==> config.mk <==
export PLATFORM = sky130hd
export DESIGN_NAME = dct_block_feeder_flat
export DESIGN_NICKNAME = d
export VERILOG_FILES = /design/src/rtl/dct_block_feeder_if.sv /design/src/rtl/dct_block_feeder.sv /design/src/flat_wrapper.sv
export SDC_FILE = /design/constraint.sdc
export NUM_CORES = 1
export LEC_CHECK = 0
export ABC_AREA = 1
export BUFFER_PORTS_ARGS = -buffer_cell sky130_fd_sc_hd__buf_4
export CAP_MARGIN = 5
export CORE_UTILIZATION = 49
export CTS_CLUSTER_SIZE = 16
export DETAILED_ROUTE_END_ITERATION = 10
export PLACE_DENSITY_LB_ADDON = 0.05
export SETUP_SLACK_MARGIN = 0.05
export SKIP_LAST_GASP = 1
export SYNTH_ARGS = -nofsm -noshare
export SYNTH_HDL_FRONTEND = slang
export SYNTH_SLANG_ARGS = --single-unit
==> constraint.sdc <==
create_clock -name clk -period 4.4 [get_ports clk]
set_input_delay 0.66 -clock clk [delete_from_list [all_inputs] [get_ports clk]]
set_output_delay 0.66 -clock clk [all_outputs]
set_load 0.02 [all_outputs]
==> src/rtl/dct_block_feeder_if.sv <==
// Pixel stream into the block feeder and framed row stream toward the DCT array.
interface dct_block_feeder_if #(
  parameter int DATA_WIDTH = 10
);
  logic                  s_valid;
  logic                  s_ready;
  logic [DATA_WIDTH-1:0] s_data;
  logic                  s_last;
  logic                  m_valid;
  logic [DATA_WIDTH-1:0] m_data;
  logic                  m_sop;
  logic                  m_eop;

  modport slave (
    input  s_valid, s_data, s_last,
    output s_ready, m_valid, m_data, m_sop, m_eop
  );

  modport master (
    output s_valid, s_data, s_last,
    input  s_ready, m_valid, m_data, m_sop, m_eop
  );
endinterface

==> src/rtl/dct_block_feeder.sv <==
// Ping-pong buffer that collects raster-order 8x8 blocks and replays them to the
// DCT array as framed row bursts with a programmable idle gap after every row.
module dct_block_feeder #(
  parameter int DATA_WIDTH = 10,
  parameter int N          = 8,
  parameter int ROW_GAP    = 0
) (
  input  logic              clk,
  input  logic              rst_n,
  dct_block_feeder_if.slave bus,
  output logic              busy,
  output logic              err_len
);
  localparam int BLK      = N * N;
  localparam int IDX_W    = $clog2(BLK);
  localparam int CNT_W    = (N > 1) ? $clog2(N) : 1;
  localparam int MEM_W    = $clog2(2 * BLK);
  localparam int GAP_LAST = (ROW_GAP > 0) ? ROW_GAP - 1 : 0;

  typedef enum logic [1:0] {
    IDLE = 2'd0,
    ROW  = 2'd1,
    GAP  = 2'd2
  } state_e;

  logic [DATA_WIDTH-1:0] mem_q [2*BLK];

  state_e                state_q, state_d;
  logic [IDX_W-1:0]      wr_idx_q, wr_idx_d;
  logic                  wr_bank_q, wr_bank_d;
  logic                  rd_bank_q, rd_bank_d;
  logic [1:0]            full_q, full_d;
  logic [CNT_W-1:0]      row_q, row_d;
  logic [CNT_W-1:0]      col_q, col_d;
  logic [3:0]            gap_q, gap_d;
  logic                  err_q, err_d;
  logic                  busy_q, busy_d;
  logic                  m_valid_q, m_valid_d;
  logic                  m_sop_q, m_sop_d;
  logic                  m_eop_q, m_eop_d;
  logic [DATA_WIDTH-1:0] m_data_q, m_data_d;

  logic                  accept_s;
  logic                  blk_end_s;
  logic                  emit_s;
  logic                  release_s;
  logic [MEM_W-1:0]      wr_addr_s;
  logic [MEM_W-1:0]      rd_addr_s;

  assign bus.s_ready = !full_q[wr_bank_q];
  assign bus.m_valid = m_valid_q;
  assign bus.m_data  = m_data_q;
  assign bus.m_sop   = m_sop_q;
  assign bus.m_eop   = m_eop_q;
  assign busy        = busy_q;
  assign err_len     = err_q;

  // Write side: index/bank advance and framing-error detection.
  always_comb begin
    accept_s  = bus.s_valid && !full_q[wr_bank_q];
    blk_end_s = accept_s && (wr_idx_q == IDX_W'(BLK - 1));
    wr_addr_s = MEM_W'(int'(wr_bank_q) * BLK + int'(wr_idx_q));
    wr_idx_d  = wr_idx_q;
    wr_bank_d = wr_bank_q;
    err_d     = err_q;
    if (blk_end_s) begin
      wr_idx_d  = '0;
      wr_bank_d = !wr_bank_q;
      err_d     = err_q | !bus.s_last;
    end else if (accept_s && bus.s_last) begin
      // Early s_last: the partial block is dropped, its bank stays free.
      wr_idx_d = '0;
      err_d    = 1'b1;
    end else if (accept_s) begin
      wr_idx_d = wr_idx_q + 1'b1;
    end else begin
      wr_idx_d = wr_idx_q;
    end
  end

  // Read FSM: row/column walk, row gaps and bank release.
  always_comb begin
    state_d   = state_q;
    row_d     = row_q;
    col_d     = col_q;
    gap_d     = gap_q;
    rd_bank_d = rd_bank_q;
    emit_s    = 1'b0;
    release_s = 1'b0;
    case (state_q)
      IDLE: begin
        if (full_q[rd_bank_q]) begin
          emit_s  = 1'b1;
          state_d = ROW;
        end else begin
          state_d = IDLE;
        end
      end
      ROW: begin
        emit_s = 1'b1;
      end
      GAP: begin
        if (gap_q == 4'(GAP_LAST)) begin
          gap_d = 4'd0;
          if (row_q == CNT_W'(N - 1)) begin
            release_s = 1'b1;
          end else begin
            row_d   = row_q + 1'b1;
            state_d = ROW;
          end
        end else begin
          gap_d = gap_q + 4'd1;
        end
      end
      default: begin
        state_d = IDLE;
      end
    endcase

    if (emit_s && (col_q != CNT_W'(N - 1))) begin
      col_d   = col_q + 1'b1;
      state_d = ROW;
    end else if (emit_s) begin
      col_d = '0;
      if (ROW_GAP > 0) begin
        state_d = GAP;
        gap_d   = 4'd0;
      end else if (row_q != CNT_W'(N - 1)) begin
        row_d   = row_q + 1'b1;
        state_d = ROW;
      end else begin
        release_s = 1'b1;
      end
    end else begin
      col_d = col_q;
    end

    // Chain straight into the other bank when it is already waiting.
    if (release_s) begin
      rd_bank_d = !rd_bank_q;
      row_d     = '0;
      col_d     = '0;
      state_d   = full_q[!rd_bank_q] ? ROW : IDLE;
    end else begin
      rd_bank_d = rd_bank_q;
    end
  end

  // Full flags and registered output stage.
  always_comb begin
    full_d = full_q;
    if (release_s) begin
      full_d[rd_bank_q] = 1'b0;
    end else begin
      full_d[rd_bank_q] = full_q[rd_bank_q];
    end
    if (blk_end_s) begin
      full_d[wr_bank_q] = 1'b1;
    end else begin
      full_d[wr_bank_q] = full_d[wr_bank_q];
    end
    rd_addr_s = MEM_W'(int'(rd_bank_q) * BLK + int'(row_q) * N + int'(col_q));
    m_valid_d = emit_s;
    m_sop_d   = emit_s && (row_q == '0) && (col_q == '0);
    m_eop_d   = emit_s && (row_q == CNT_W'(N - 1)) && (col_q == CNT_W'(N - 1));
    if (emit_s) begin
      m_data_d = mem_q[rd_addr_s];
    end else begin
      m_data_d = m_data_q;
    end
    busy_d = (full_q != 2'b00) || (state_q != IDLE);
  end

  // Sample storage, deliberately left uninitialised by reset.
  always_ff @(posedge clk) begin
    if (accept_s) begin
      mem_q[wr_addr_s] <= bus.s_data;
    end
  end

  // State registers.
  always_ff @(posedge clk or negedge rst_n) begin
    if (!rst_n) begin
      state_q   <= IDLE;
      wr_idx_q  <= '0;
      wr_bank_q <= 1'b0;
      rd_bank_q <= 1'b0;
      full_q    <= 2'b00;
      row_q     <= '0;
      col_q     <= '0;
      gap_q     <= 4'd0;
      err_q     <= 1'b0;
      busy_q    <= 1'b0;
      m_valid_q <= 1'b0;
      m_sop_q   <= 1'b0;
      m_eop_q   <= 1'b0;
      m_data_q  <= '0;
    end else begin
      state_q   <= state_d;
      wr_idx_q  <= wr_idx_d;
      wr_bank_q <= wr_bank_d;
      rd_bank_q <= rd_bank_d;
      full_q    <= full_d;
      row_q     <= row_d;
      col_q     <= col_d;
      gap_q     <= gap_d;
      err_q     <= err_d;
      busy_q    <= busy_d;
      m_valid_q <= m_valid_d;
      m_sop_q   <= m_sop_d;
      m_eop_q   <= m_eop_d;
      m_data_q  <= m_data_d;
    end
  end
endmodule
==> src/flat_wrapper.sv <==
// flat-port wrapper written by rule: the top's interface ports become plain ports
module dct_block_feeder_flat 
#(
  parameter int DATA_WIDTH = 10,
  parameter int N          = 8,
  parameter int ROW_GAP    = 0
)
  (clk, rst_n, busy, err_len, bus_s_valid, bus_s_data, bus_s_last, bus_s_ready, bus_m_valid, bus_m_data, bus_m_sop, bus_m_eop);
  dct_block_feeder_if #(.DATA_WIDTH(DATA_WIDTH)) bus_i ();
  input  logic clk;
  input  logic rst_n;
  output logic busy;
  output logic err_len;
  input wire logic [$bits(bus_i.s_valid)-1:0] bus_s_valid;
  input wire logic [$bits(bus_i.s_data)-1:0] bus_s_data;
  input wire logic [$bits(bus_i.s_last)-1:0] bus_s_last;
  output wire logic [$bits(bus_i.s_ready)-1:0] bus_s_ready;
  output wire logic [$bits(bus_i.m_valid)-1:0] bus_m_valid;
  output wire logic [$bits(bus_i.m_data)-1:0] bus_m_data;
  output wire logic [$bits(bus_i.m_sop)-1:0] bus_m_sop;
  output wire logic [$bits(bus_i.m_eop)-1:0] bus_m_eop;
  assign bus_i.s_valid = bus_s_valid;
  assign bus_i.s_data = bus_s_data;
  assign bus_i.s_last = bus_s_last;
  assign bus_s_ready = bus_i.s_ready;
  assign bus_m_valid = bus_i.m_valid;
  assign bus_m_data = bus_i.m_data;
  assign bus_m_sop = bus_i.m_sop;
  assign bus_m_eop = bus_i.m_eop;
  dct_block_feeder #(.DATA_WIDTH(DATA_WIDTH), .N(N), .ROW_GAP(ROW_GAP)) u_core (.clk(clk), .rst_n(rst_n), .bus(bus_i), .busy(busy), .err_len(err_len));
endmodule
==> impl_metrics.csv, run 1 <==
group,metric,value,unit
synthesis,syn_nets,4528,
worst_setup_path,crit_arrival,3470,ps
synthesis,synth_edf_count,1280,
sta,slew_headroom,13.5,%
synthesis,synthesis.area,53700,µm²
layout,final_cell_mix,"nand2_1, edfxtp_1, nand3_1, clkbuf_16, nor2_1",
sta,slew_violations,0,
synthesis,synth.largest_area_cell,"edfxtp_1",
worst_setup_path,critPathSlowestCell,"nor2_1",
synthesis,synth.top_cell.area_share,71.6,%
routing,ant_nets,0,
synthesis,netlist-cell-type-count,29,
routing,vias,34500,
die,ios,30,
routing,drc,0,
synthesis,yosysSeqAreaShare,73.3,%
clock_tree,cts_tree,"done",
synthesis,ys_warn_count,0,
routing,initialDrtViolationCount,3961,
worst_setup_path,criticalPathCategory,"flip-flop to flip-flop",
global_route,grt_overflow,0,
placement,globalplace.congestion,0.852,
routing,wl,149000,µm
placement,io_buffers,29,
placement,place_ws,1320,ps
clock_tree,clk_latency,730,ps
power_and_ir_drop,cellPowerDensity,419,nW/µm²
synthesis,synthTopCellsByArea,"edfxtp_1, nand3_1, nand2_1",
die,num_rows,121,
worst_setup_path,crit_required,4750,ps
power_and_ir_drop,worst_ir_drop_vdd,319,µV
worst_setup_path,cpMostUsedCell,"nor2_1",
die,dieArea,111000,µm²
routing,vias_per_cell,5.73,
layout,fin_nets,4540,
sta,fin_crit_sh,71.0,%
synthesis,ys_ff_latch,1317,
die,start_util,49.4,%
worst_setup_path,endpoint_kind,"flip-flop",
clock_tree,clock_sinks,1317,
global_route,antenna_found_initial,4,
global_route,grtUsageTotal,26.9,%
die,fp.coreArea,109000,µm²
min_path,hold_path_class,"input port to flip-flop",
layout,layout-drive-gt1-share,7.43,%
sta,fin_worst_skew,21.4,ps
flow_run,max_cap_viol_count,0,
outcome,status,"finished clean",
sta,grt_setup_unrepaired,"no",
clock_tree,path_clk_slew,60,ps
clock_tree,htreeDepth,4,
sta,worst_slack,1280,ps
worst_setup_path,path_max_fanout,10,
global_route,grt_max_degree,174,
routing,first_pass_iters,5,
worst_setup_path,path_cells,"nand2_1 -> o21ai_2 -> nand2_4 -> nor2_1 -> nand3_2 -> buf_4 -> nor2_1",
sta,period_minus_slack,3120,ps
power_and_ir_drop,power_leakage,20.8,nW
global_route,grt_pass1_wl,220000,µm
placement,dpl.hpwl,84800,µm
clock_tree,numCtsBuffers,141,
sta,worst_pin_slew,1290,ps
die,die_y,333,µm
synthesis,syn_inst,4504,
worst_setup_path,slowest_delay,700,ps
sta,setup_viol,0,
layout,final_common_cell,"nand2_1",
routing,avgRoutedWirePerCell,24.8,µm
sta,final-hold-violation-count,0,
sta,fin_setup_tns,0,ps
synthesis,synth_top_flop_cell,"edfxtp_1",
clock_tree,cts.path.max_buffers,3,
worst_setup_path,critPathLaunchType,"flip-flop",
synthesis,avgSynthCellArea,11.9,µm²
global_route,grt_pass1_vias,32200,
clock_tree,cts_root_buffer,"clkbuf_16",
synthesis,async_reset_ff_share,2.81,%
sta,fmax,320,MHz
layout,diodes,0,
die,dieWidth,333,µm
layout,syn2layout_area_growth,10.8,%
[report_power, final]
group | total [W] | switching (W) | internal [W]
combinational | 0.000259 | 0.000235 | 0.0000240
clock | 0.0109 | 0.00461 | 0.00634
sequential | 0.0138 | 0 | 0.0138
total | 0.0250 | 0.00484 | 0.0201
[metal layers]
layer,share of wire (%),vias to the layer above,GRT usage [%],routed length (µm)
li1,-,16000,-,-
met1,45,17100,40.4,66800
met2,46,1200,40.5,68200
met3,6.6,220,3.91,9920
met4,2.9,4,8.56,4260
met5,0.015,-,0,22
[final cells by class]
type | count | area (µm²)
fill | 9158 | 49200
sequential | 1317 | 39400
multi-input combinational | 2861 | 12500
clock buffer | 185 | 3790
tap | 1414 | 1770
timing repair buffer | 162 | 1560
clock inverter | 47 | 355
inverter | 33 | 145
[stage by stage]
step                utilization (%)  hold WS (ps)  cell area, µm²  cells  power, W
global route                   54.7           275           59500   6019    0.0256
detailed placement             50.9           471           55300   5786    0.0143
finish                         54.7           293           59500   6019    0.0250
global placement               50.9           467           55300   5786    0.0143
floorplan                         -           364           53700   4504    0.0140
CTS                            54.7           251           59500   6019    0.0251
[final timing paths]
kind / slack (ps) / end / startpoint / cells after the start
worst max-delay path: 1280 / u_core.mem_q[67][8]$_DFFE_PP_ / u_core.wr_bank_q$_DFFE_PN0P_ / 7
min in group asynchronous: 460 / u_core.bus.m_eop$_DFF_PN0_ / rst_n / 2
max in group asynchronous: 3450 / u_core.row_q[0]$_DFF_PN0_ / rst_n / 2
worst min register to register: 480 / u_core.gap_q[3]$_DFFE_PN0N_ / u_core.gap_q[3]$_DFFE_PN0N_ / 1
worst max register to register: 1280 / u_core.mem_q[67][8]$_DFFE_PP_ / u_core.wr_bank_q$_DFFE_PN0P_ / 7
worst min-delay path: 290 / u_core.err_len$_DFFE_PN0P_ / bus_s_valid / 3
[synthesized netlist by cell type, types with 2 or more instances]
| library cell | count |
|---|---|
| buf_2 | 140 |
| inv_1 | 28 |
| buf_4 | 67 |
| dfrtp_1 | 37 |
| nor2_1 | 143 |
| nand4_1 | 6 |
| nor3_1 | 5 |
| nand2_1 | 1417 |
| inv_2 | 3 |
| o21ai_0 | 18 |
| edfxtp_1 | 1280 |
| buf_1 | 18 |
| o22ai_1 | 2 |
| xor2_1 | 3 |
| buf_6 | 28 |
| nand3_1 | 1239 |
| a21oi_1 | 9 |
| clkinv_1 | 2 |
| clkbuf_1 | 40 |
| ha_1 | 10 |
[critical path, delay by kind of cell (launching register included)]
family | cells | cell delay, ps
AO/OA/AOI/OAI | 1 | 120
AND/OR/NAND/NOR | 5 | 1670
buffers and inverters | 1 | 390
flip-flops | 1 | 530
[repair_timing]
item                                   in CTS  in global routing
endpoints found under the hold margin      37                  0
setup buffers                               0                  0
resized for setup                           0                  0
hold buffers                                1                  0
[sequential cells by signal, summed over array words and instances (netlist names)]
name,count
u_core.busy,1
u_core.gap_q,4
u_core.mem_q,1280
u_core.state_q,2
u_core.wr_bank_q,1
u_core.bus.m_data,10
u_core.row_q,3
u_core.bus.m_sop,1
u_core.bus.m_eop,1
u_core.bus.m_valid,1
u_core.err_len,1
u_core.full_q,2
u_core.col_q,3
u_core.wr_idx_q,6
u_core.rd_bank_q,1
[kinds of logic (layout without fill, tap and decap cells)]
| kind of cell | after synthesis | after routing | synth area share (%) |
|---|---|---|---|
| xor gates and xnor gates | 4 | 4 | 0.0652 |
| and+or+nand+nor | 2813 | 2813 | 22.6 |
| AOI/OAI and AO/OA | 34 | 34 | 0.347 |
| adders and majority gates | 10 | 10 | 0.233 |
| buffers and inverters | 326 | 427 | 3.46 |
| DFF | 1317 | 1317 | 73.3 |
Note: power is estimated with default switching activity, not from simulation.
==> run 2, diff against run 1 <==
==> constraint.sdc (replaced) <==
create_clock -name clk -period 2.7 [get_ports clk]
set_input_delay 0.405 -clock clk [delete_from_list [all_inputs] [get_ports clk]]
set_output_delay 0.405 -clock clk [all_outputs]
set_load 0.02 [all_outputs]
==> run 2 against run 1 <==
Effect of this change:
- clock power rose by 70%
- total power grew 66%
- flip-flop and latch count stayed put
- core utilization increased by 1.8 points
- sequential power is 62% higher
- critical path type unchanged
==> impl_metrics.csv, run 2 (same netlist as run 1, synthesis figures left out) <==
group,metric,value,unit
sta,fin_worst_skew,24.0,ps
routing,wl_met1,68300,µm
global_route,grtUsageTotal,27.7,%
min_path,hold_path_class,"input port to flip-flop",
sta,fin_setup_tns,0,ps
sta,worst_slack,88.2,ps
routing,wl_met3,10800,µm
die,ios,30,
layout,fin_nets,4725,
clock_tree,numCtsBuffers,143,
sta,slew_headroom,44.1,%
die,dieArea,111000,µm²
sta,setup_viol,0,
global_route,grt_max_degree,129,
placement,place_ws,95.9,ps
layout,final_cell_mix,"nand2_1, edfxtp_1, nand3_1, buf_4, clkbuf_16",
layout,final_area,61500,µm²
power_and_ir_drop,worst_ir_drop_vdd,537,µV
layout,largest_reg_flops,1280,
clock_tree,path_clk_slew,60,ps
power_and_ir_drop,power_leakage,22.0,nW
clock_tree,clk_latency,750,ps
die,fp.coreArea,109000,µm²
clock_tree,clock_sinks,1317,
clock_tree,cts_root_buffer,"clkbuf_16",
sta,fin_crit_sh,96.7,%
routing,met2_wirelength,70800,µm
placement,dpl.hpwl,90400,µm
sta,grt_setup_unrepaired,"no",
placement,io_buffers,29,
worst_setup_path,startpoint,"u_core.col_q[0]$_DFFE_PN0P_",
placement,post_dp_cell_area,57000,µm²
layout,diodes,0,
worst_setup_path,r2r_slack,90,ps
worst_setup_path,critPathLaunchType,"flip-flop",
global_route,grt_overflow,0,
layout,syn2layout_area_growth,14.5,%
worst_setup_path,path_max_fanout,87,
die,dieWidth,333,µm
power_and_ir_drop,cellPowerDensity,673,nW/µm²
worst_setup_path,criticalPathCategory,"flip-flop to flip-flop",
worst_setup_path,endpoint_kind,"flip-flop",
min_path,holdCritStartpoint,"bus_s_data[2]",
worst_setup_path,crit_required,3370,ps
routing,drc,0,
sta,final-hold-violation-count,0,
layout,fillers,9018,
placement,globalplace.congestion,0.876,
worst_setup_path,r2r-start,"u_core.col_q[0]$_DFFE_PN0P_",
routing,initialDrtViolationCount,3830,
global_route,grt_pass1_wl,226000,µm
die,die_y,333,µm
layout,largest-register,"u_core.mem_q",
routing,wl,153000,µm
outcome,status,"finished clean",
sta,period_minus_slack,2610,ps
clock_tree,htreeDepth,4,
routing,avgRoutedWirePerCell,24.7,µm
clock_tree,cts.path.max_buffers,3,
routing,top_layer,"met4",
routing,vias,35700,
routing,vias_per_cell,5.73,
sta,worst_pin_slew,834,ps
sta,fmax,383,MHz
die,num_rows,121,
global_route,antenna_found_initial,4,
flow_run,max_cap_viol_count,0,
routing,ant_nets,0,
layout,final_common_cell,"nand2_1",
global_route,grt_pass1_vias,33400,
layout,layout-drive-gt1-share,11.5,%
die,start_util,49.4,%
sta,slew_violations,0,
clock_tree,cts_tree,"done",
worst_setup_path,crit_arrival,3280,ps
sta,hold_slack,117,ps
routing,first_pass_iters,5,
-- run 2: changes by cell type in the layout (fill, tap and decap cells not counted), sizes merged --
cell / previous run / this run
inv: 30 / 33
bufinv: 6 / 3
dlygate4sd3: 1 / 3
clkbuf: 185 / 201
clkinv: 42 / 50
buf: 161 / 341
-- run 2: timing repair --
action | 4_1_cts | 5_1_grt
hold buffers | 3 | 0
setup buffers | 0 | 0
hold endpoints to repair | 40 | 0
setup endpoints to repair | 0 | 7
gates resized for setup | 0 | 9
-- run 2: metal layers --
metal  up-vias  GRT usage [%]
li1      16400              -
met1     17800           41.2
met2      1341           42.3
met3       199           4.13
met4         0           8.00
met5         -              0
-- run 2: critical path, stage by stage, from the launching register on --
cell and delay (ps):
dfrtp_4 520, buf_4 250, buf_16 320, nand2_1 100, nand3_1 120, nand3_1 200, nand3_1 130, nand3_1 130
nand2_1 200, nand2_1 130, nand3_1 130, nand3_1 90, nand2_1 90
-- run 2: path summary, 6_finish.rpt --
path,end,cells after the start
max in group asynchronous,u_core.col_q[2]$_DFFE_PN0P_,2
hold / removal,u_core.mem_q[9][2]$_DFFE_PP_,1
setup reg to reg,u_core.bus.m_data[6]$_DFFE_PN0N_,12
hold reg to reg,u_core.gap_q[3]$_DFFE_PN0N_,1
min in group asynchronous,u_core.bus.m_eop$_DFF_PN0_,2
setup / recovery,u_core.bus.m_data[6]$_DFFE_PN0N_,12
-- run 2: per-stage QoR --
step | power [W] | utilization, % | cells
3_3_place_gp | 0.0233 | 52.4 | 5966
5_1_grt | 0.0424 | 56.6 | 6225
4_1_cts | 0.0416 | 56.5 | 6224
2_1_floorplan | 0.0228 | - | 4504
3_5_place_dp | 0.0233 | 52.4 | 5966
6_report | 0.0413 | 56.6 | 6225
-- run 2: where the power goes --
part | switching, W | internal, W | leakage (nW)
sequential | 0 | 0.0224 | 11.9
clock | 0.00780 | 0.0107 | 2.16
combinational | 0.000397 | 0.0000696 | 7.94
total | 0.00819 | 0.0332 | 22.0
-- run 2: cell type report --
type / instances / area (µm²) / share of cell area, %
Sequential cell: 1317 / 39400 / 64.1
Multi-Input combinational cell: 2861 / 12500 / 20.4
Clock buffer: 200 / 4030 / 6.56
Timing Repair Buffer: 345 / 3270 / 5.31
Tap cell: 1414 / 1770 / 2.88
Clock inverter: 55 / 359 / 0.584
Inverter: 33 / 150 / 0.244
